## src/rtl/p405s_icu_fillctl.sv

```systemverilog
// Line-fill sequencer for the 2-way ICU: requests a missed line from the PLB,
// writes beats critical-word-first into the victim way, forwards the critical beat, then updates tag/LRU.
module p405s_icu_fillctl #(
    parameter int LINE_BEATS = 4,
    parameter int BW         = 2
) (
    input  logic          CB,
    input  logic          reset,
    input  logic          missReq,
    input  logic          missCacheable,
    input  logic [BW-1:0] missBeat,
    input  logic          lruWay,
    input  logic          IFB_isAbort2,
    input  logic          plbAck,
    input  logic          plbRdDValid,
    input  logic          plbRdErr,
    output logic          plbReq,
    output logic          plbLine,
    output logic          fillBusy,
    output logic          dataWrEn,
    output logic          wrWay,
    output logic [BW-1:0] wrBeat,
    output logic          fwdValid,
    output logic          fwdErr,
    output logic          tagWrEn,
    output logic          tagValid,
    output logic          lruWrEn
);

    typedef enum logic [1:0] {
        IDLE  = 2'd0,
        REQ   = 2'd1,
        FILL  = 2'd2,
        TAGWR = 2'd3
    } state_t;

    state_t        state, state_nxt;
    logic [BW-1:0] beat_cnt, beat_nxt;
    logic [BW-1:0] rcv_cnt, rcv_nxt;
    logic          nc_flag, nc_nxt;
    logic          abort_seen, abort_nxt;
    logic          err_seen, err_nxt;
    logic          way_nxt, line_nxt;
    logic          req_nxt, busy_nxt, tagwr_nxt, tagval_nxt, lru_nxt;
    logic          first_beat, last_beat;

    assign first_beat = (rcv_cnt == '0);
    assign last_beat  = (rcv_cnt == BW'(LINE_BEATS - 1));

    always_comb begin
        state_nxt = state;
        beat_nxt  = beat_cnt;
        rcv_nxt   = rcv_cnt;
        nc_nxt    = nc_flag;
        abort_nxt = abort_seen;
        err_nxt   = err_seen;
        way_nxt   = wrWay;
        line_nxt  = plbLine;
        dataWrEn  = 1'b0;
        wrBeat    = beat_cnt;
        fwdValid  = 1'b0;
        fwdErr    = 1'b0;

        case (state)
            IDLE: begin
                if (missReq) begin
                    state_nxt = REQ;
                    nc_nxt    = ~missCacheable;
                    line_nxt  = missCacheable;
                    beat_nxt  = missBeat;
                    way_nxt   = lruWay;
                    rcv_nxt   = '0;
                    abort_nxt = 1'b0;
                    err_nxt   = 1'b0;
                end
            end
            REQ: begin
                // An ack in the same cycle as an abort wins: the bus transfer is already committed.
                if (plbAck) begin
                    state_nxt = FILL;
                    abort_nxt = IFB_isAbort2;
                end else if (IFB_isAbort2) begin
                    state_nxt = IDLE;
                end
            end
            FILL: begin
                if (IFB_isAbort2) begin
                    abort_nxt = 1'b1;
                end
                if (plbRdDValid) begin
                    dataWrEn = ~nc_flag & ~err_seen & ~plbRdErr;
                    fwdValid = first_beat & ~abort_seen & ~IFB_isAbort2;
                    fwdErr   = fwdValid & plbRdErr;
                    if (plbRdErr) begin
                        err_nxt = 1'b1;
                    end
                    beat_nxt = beat_cnt + 1'b1;
                    rcv_nxt  = rcv_cnt + 1'b1;
                    if (nc_flag) begin
                        state_nxt = IDLE;
                    end else if (last_beat) begin
                        state_nxt = TAGWR;
                    end
                end
            end
            TAGWR: begin
                state_nxt = IDLE;
            end
            default: begin
                state_nxt = IDLE;
            end
        endcase

        req_nxt    = (state_nxt == REQ);
        busy_nxt   = (state_nxt != IDLE);
        tagwr_nxt  = (state_nxt == TAGWR);
        tagval_nxt = tagwr_nxt & ~err_nxt;
        lru_nxt    = tagwr_nxt & ~err_nxt;
    end

    always_ff @(posedge CB) begin
        if (reset) begin
            state      <= IDLE;
            beat_cnt   <= '0;
            rcv_cnt    <= '0;
            nc_flag    <= 1'b0;
            abort_seen <= 1'b0;
            err_seen   <= 1'b0;
            plbReq     <= 1'b0;
            plbLine    <= 1'b0;
            fillBusy   <= 1'b0;
            wrWay      <= 1'b0;
            tagWrEn    <= 1'b0;
            tagValid   <= 1'b0;
            lruWrEn    <= 1'b0;
        end else begin
            state      <= state_nxt;
            beat_cnt   <= beat_nxt;
            rcv_cnt    <= rcv_nxt;
            nc_flag    <= nc_nxt;
            abort_seen <= abort_nxt;
            err_seen   <= err_nxt;
            plbReq     <= req_nxt;
            plbLine    <= line_nxt;
            fillBusy   <= busy_nxt;
            wrWay      <= way_nxt;
            tagWrEn    <= tagwr_nxt;
            tagValid   <= tagval_nxt;
            lruWrEn    <= lru_nxt;
        end
    end

endmodule

```

## config.mk

```make
export PLATFORM = sky130hd
export DESIGN_NAME = p405s_icu_fillctl
export DESIGN_NICKNAME = d
export VERILOG_FILES = /design/src/rtl/p405s_icu_fillctl.sv
export SDC_FILE = /design/constraint.sdc
export NUM_CORES = 1
export LEC_CHECK = 0
export ABC_AREA = 0
export CAP_MARGIN = 20
export CORE_ASPECT_RATIO = 0.75
export CORE_MARGIN = 1
export CORE_UTILIZATION = 41
export DETAILED_ROUTE_END_ITERATION = 10
export GPL_ROUTABILITY_DRIVEN = 0
export PLACE_DENSITY = 0.75
export SLEW_MARGIN = 20
export SYNTH_ARGS = -nofsm -noshare
export SYNTH_HDL_FRONTEND = slang
export SYNTH_SLANG_ARGS = --single-unit
```

## constraint.sdc

```tcl
create_clock -name CB -period 1.74 [get_ports CB]
set_input_delay 0.348 -clock CB [delete_from_list [all_inputs] [get_ports CB]]
set_output_delay 0.348 -clock CB [all_outputs]
set_load 0.01 [all_outputs]
```

Yosys cells after proc, flatten, opt, wreduce, memory -nomap -nowiden
Index checks and enable logic that the tools add are counted.
{"block": "op_classes", "reduce_logical": 8, "n_eq_ne": 10, "n_bitwise": 13, "add_sub_neg": 2, "mux": 27}
{"cell": "two-way mux 2 bit", "count": 10}
{"cell": "two-way mux 1 bit", "count": 12}
{"cell": "== test 2 bit (second input constant)", "count": 4}
{"cell": "inequality test 2 bit (second input constant)", "count": 4}
{"cell": "one-hot mux 2 bit (2 select lines)", "count": 2}
{"cell": "one-hot mux 2 bit (4 select lines)", "count": 1}
{"cell": "inverter 1 bit", "count": 7}
{"cell": "AND 1 bit", "count": 6}
{"cell": "adder 2 x 1 -> 2 bit (second input constant)", "count": 2}
{"cell": "== test 2 x 1 -> 1 bit (second input constant)", "count": 2}
{"cell": "logical NOT 2 bit", "count": 2}
{"cell": "AND reduction 4 bit", "count": 1}
{"cell": "nonzero test 2 bit", "count": 2}
{"cell": "one-hot mux 1 bit (3 select lines)", "count": 1}
{"cell": "AND reduction 3 bit", "count": 1}
{"cell": "nonzero test 3 bit", "count": 1}
{"cell": "one-hot mux 1 bit (2 select lines)", "count": 1}
{"cell": "AND reduction 2 bit", "count": 1}
{"block": "word_totals", "ff_bits": 15}

Logic depth before layout (Yosys ltp)
{"block": "logic_depth", "word_depth": 7, "depth_mapped": 7, "mapped_depth_nobuf": 6}

Least setup slack after synthesis
No wires, ideal clock.
{"block": "synth_timing", "kind": "register to output", "start": "register state[1]", "end": "output port fwdErr", "path_slack_ns": -0.080, "stages_incl_launch_ff": 5, "arrival_time_ns": 1.472, "path_cell_list": "dfxtp_1 ha_1 nand2_1 nor4b_1 and2_1"}
{"block": "synth_via", "elab_chain_len": 2}
{"item": "start, declared", "line_no": "37", "text": "state_t state, state_nxt;"}
{"item": "start signal, assigned", "line_no": "137", "text": "state <= state_nxt;"}
{"item": "== test 2 bit", "line_no": "64", "text": "case (state)"}
{"item": "two-way mux 1 bit", "line_no": "64"}
{"item": "end, declared", "line_no": "24", "text": "output logic fwdErr,"}
No other way between the ends.

Worst setup path in the final report
{"block": "layout_timing", "start": "register state[0]", "end": "output port fwdErr"}
Same word-level chain as after synthesis.

==> results.txt <==
----------------------------------------------------
[Timing]
  Worst hold slack ... 0.4619 ns
  Clock skew ... 0.01073 ns
  Crit path setup slack, layout ... -0.1101 ns
  Worst relative slew slack ... approximately 77%
  TNS Setup ... -0.1101 ns
  RSZ-0062 raised after global routing ... yes
  Clock period minus final worst setup slack ... 1.850 ns
  Final setup violating endpoints ... 1
  Final count of hold timing violations ... 0
  Peak Freq ... 0.5405 GHz
  Period utilization ... 106.3%
  Fin. max-slew vios ... 0
  Measured slew at the worst slew-check pin ... 0.3461 ns

[Critical path]
  Critical Path Fanout Max ... 2
  Crit start category ... flop
  CP endpoint kind ... primary output
  Setup slack on the worst flop-to-flop path ... 0.03 ns
  Cell count of the worst reg-to-reg path ... 7
  Required time at the endpoint of the critical path ... 1.39 ns
  R2r startpoint ... state[1]
  Critical path start-end classification ... flop to primary output
  Worst Path Arrival ... ~1.5 ns
  Endpoint of the worst register-to-register path ... plbReq

[Global routing]
  Via count of the first global-routing pass ... 732
  Global-route wire length before repair ... 3.243 mm
  Pin count of the biggest net entering global routing ... 14
  Initial antenna violation count ... 0
  Global-route congestion overflow total ... 0
  GRT Resource Usage Total ... 22.37%

[Final layout]
  Nets@finish ... 158
  Post-Layout Inst Area ... ~1300 sq um
  Count of non-filler cells in the finished layout ... 162
  Antenna diode count ... 0
  Utilization after layout ... approximately 73%
  Share of layout cells above drive strength 1 ... 31.43%
  Area added between synthesis and finish ... 61.69%

[Clock network]
  Clock tree from TritonCTS ... done
  Clock Pin Slew Worst Setup and Hold Paths ... 0.10 ns
  CTS root buffer ... sky130_fd_sc_hd__clkbuf_4
  TritonCTS buffer count ... 3
  Clock latency on the worst-skew pair ... 0.29 ns
  Maximum buffer depth of the clock tree ... 2
  Clock net sink count ... 15
  CTS H-tree lvls ... 1
  Number of buffers inserted by hold repair at cts ... 0

[Placed design]
  Placed Instance Area ... 1184 sq um
  Placed Cells incl. Taps ... 156
  IO Port Bufs ... 22
  Placed wire-length estimate after detailed placement ... 1.616 mm

[Power and ir drop]
  Leak Pwr ... roughly 0.56 nW
  Maximum VDD drop ... approximately 0.57 mV
  Total power per unit cell area ... 616.5 nW/um^2

[Synth]
  Sequential area share after synthesis ... 36.92%
  Synth Instances ... 97
  Number of synthesis warnings ... 0
  Post-Synthesis Mean Instance Area ... 8.384 sq um
  Register bit total from synthesis ... 15
  Combined area of all synthesized cells ... 813.3 sq um
  Library cells used by synthesis ... 28
  Synthesized netlist net count ... 114

[Die]
  Core area ... 1789 sq um
  Std-Cell Rows ... 13
  Number of placed I/O pins ... 23
  Overall die area ... 2167 sq um
  Chip height ... 40.57 um
  Starting utilization of the core area ... approximately 45%
  Die boundary width ... approximately 53 um

[Routing]
  DRT Wirelength ... 2.233 mm
  First-pass detailed-route iteration total ... 4
  Number of routed nets with antenna violations ... 0
  Via count ... 837
  DRC ... 0
  Routed WL per cell ... around 14 um
  Iteration-0 DRC Markers ... 16
  Via-per-instance ratio ... approximately 5.2

[Min path]
  Worst hold endpoint ... wrWay
  Worst hold path type ... flop to flop
  Hold Crit Depth ... 2
  Worst Min Path Start ... wrWay

[Run status]
  Violated checks ... negative setup slack
  Run status ... complete, but fails checks

[Job]
  Total of max-cap violations ... 0

----------------------------------------------------
## timing repair
| action | CTS | global route |
|---|---|---|
| gates resized for setup | 28 | 8 |
| pin swaps | 8 | 3 |
| endpoints found under the setup margin | 8 | 12 |
| setup buffers | 2 | 1 |
## kinds of logic after synthesis
logic type	synth area share (%)
DFF	36.92
and+or+nand+nor	24.46
buffers and inverters	6.924
AOI/OAI and AO/OA	20.00
adders and majority gates	9.231
muxes	2.462
## metrics by stage
stage | power (mW) | setup WS [ns]
2_1_floorplan | 0.4729 | 0.04440
3_3_place_gp | 0.5736 | -0.4788
6_report | 0.8107 | -0.1101
3_5_place_dp | 0.5814 | -0.5398
5_1_grt | 0.8475 | -0.1829
4_1_cts | 0.8000 | -0.1495
## critical path, stage by stage (launching register included)
cell                      delay, ns
sky130_fd_sc_hd__dfxtp_2       0.33
sky130_fd_sc_hd__inv_2         0.08
sky130_fd_sc_hd__ha_4          0.15
sky130_fd_sc_hd__nand2_4       0.06
sky130_fd_sc_hd__nor4b_4       0.23
sky130_fd_sc_hd__buf_4         0.15
sky130_fd_sc_hd__and2_4        0.13
sky130_fd_sc_hd__buf_6         0.09
## power by group
part	internal [mW]	switching, mW
clock	0.0856	0.121
sequential	0.363	0.0121
combinational	0.123	0.106
total	0.572	0.239
## cell usage in the layout (no fill, tap or decap), drive strengths merged
| cell type | synthesis | routed |
|---|---|---|
| a21oi | 11 | 11 |
| a21o | 2 | 2 |
| nor2b | 6 | 6 |
| dfxtp | 15 | 15 |
| mux2i | 2 | 2 |
| inv | 8 | 8 |
| a21boi | 1 | 1 |
| a2111oi | 1 | 1 |
| buf | 2 | 24 |
| a31oi | 1 | 1 |
| clkdlybuf4s50 | 0 | 18 |
| nor4 | 1 | 1 |
| clkbuf | 2 | 3 |
| nand3b | 2 | 2 |
| o21ai | 5 | 5 |
| nor4b | 1 | 1 |
| and2b | 1 | 1 |
| o32ai | 1 | 1 |
| nand3 | 3 | 3 |
| clkinv | 0 | 1 |
| and2 | 2 | 2 |
| o31ai | 1 | 1 |
| nand2 | 11 | 11 |
| nor2 | 7 | 7 |
| o211a | 1 | 1 |
| or3b | 1 | 1 |
| ha | 6 | 6 |
| dlygate4sd2 | 0 | 1 |
| nor3 | 3 | 3 |
## per-layer routing
layer	part of all wire, %	vias up	GRT usage (%)
met5	0	-	0
met4	0.85	0	9.868
met3	5.0	2	6.061
met2	48	23	39.06
met1	46	394	26.05
li1	-	418	-
## cells in the mapped netlist (all sizes together)
library cell	instances	area [sq um]
dfxtp	15	300.3
a21oi	11	55.05
nand2	11	41.29
inv	8	30.03
nor2	7	26.28
ha	6	75.07
nor2b	6	37.54
o21ai	5	25.02
nand3	3	15.01
nor3	3	20.02
a21o	2	15.01
and2	2	12.51
buf	2	18.77
clkbuf	2	7.510
mux2i	2	20.02
nand3b	2	15.01
a2111oi	1	15.01
a21boi	1	7.510
a31oi	1	6.260
and2b	1	7.510
nor4	1	6.260
nor4b	1	8.760
o211a	1	10.01
o31ai	1	12.51
o32ai	1	16.27
or3b	1	8.760
## layout make-up
cell class                 instances  area [sq um]
inverter                           8         30.03
clock buffer                       3         22.52
fill                             137         474.2
multi-input combinational         70         553.0
sequential                        15         302.8
timing repair buffer              43         374.1
tap                               22         27.53
clock inverter                     1         5.005
## worst max path at each step
stage,start,end,depth (start not counted)
after floorplan,state[1],lruWrEn,7
after global routing,state[0],fwdErr,7
after global placement,plbRdDValid,fwdErr,5
after detailed placement,plbRdDValid,fwdErr,5
final,state[0],fwdErr,7
after CTS,state[0],fwdErr,7
Power figures use the tool's default switching activity.
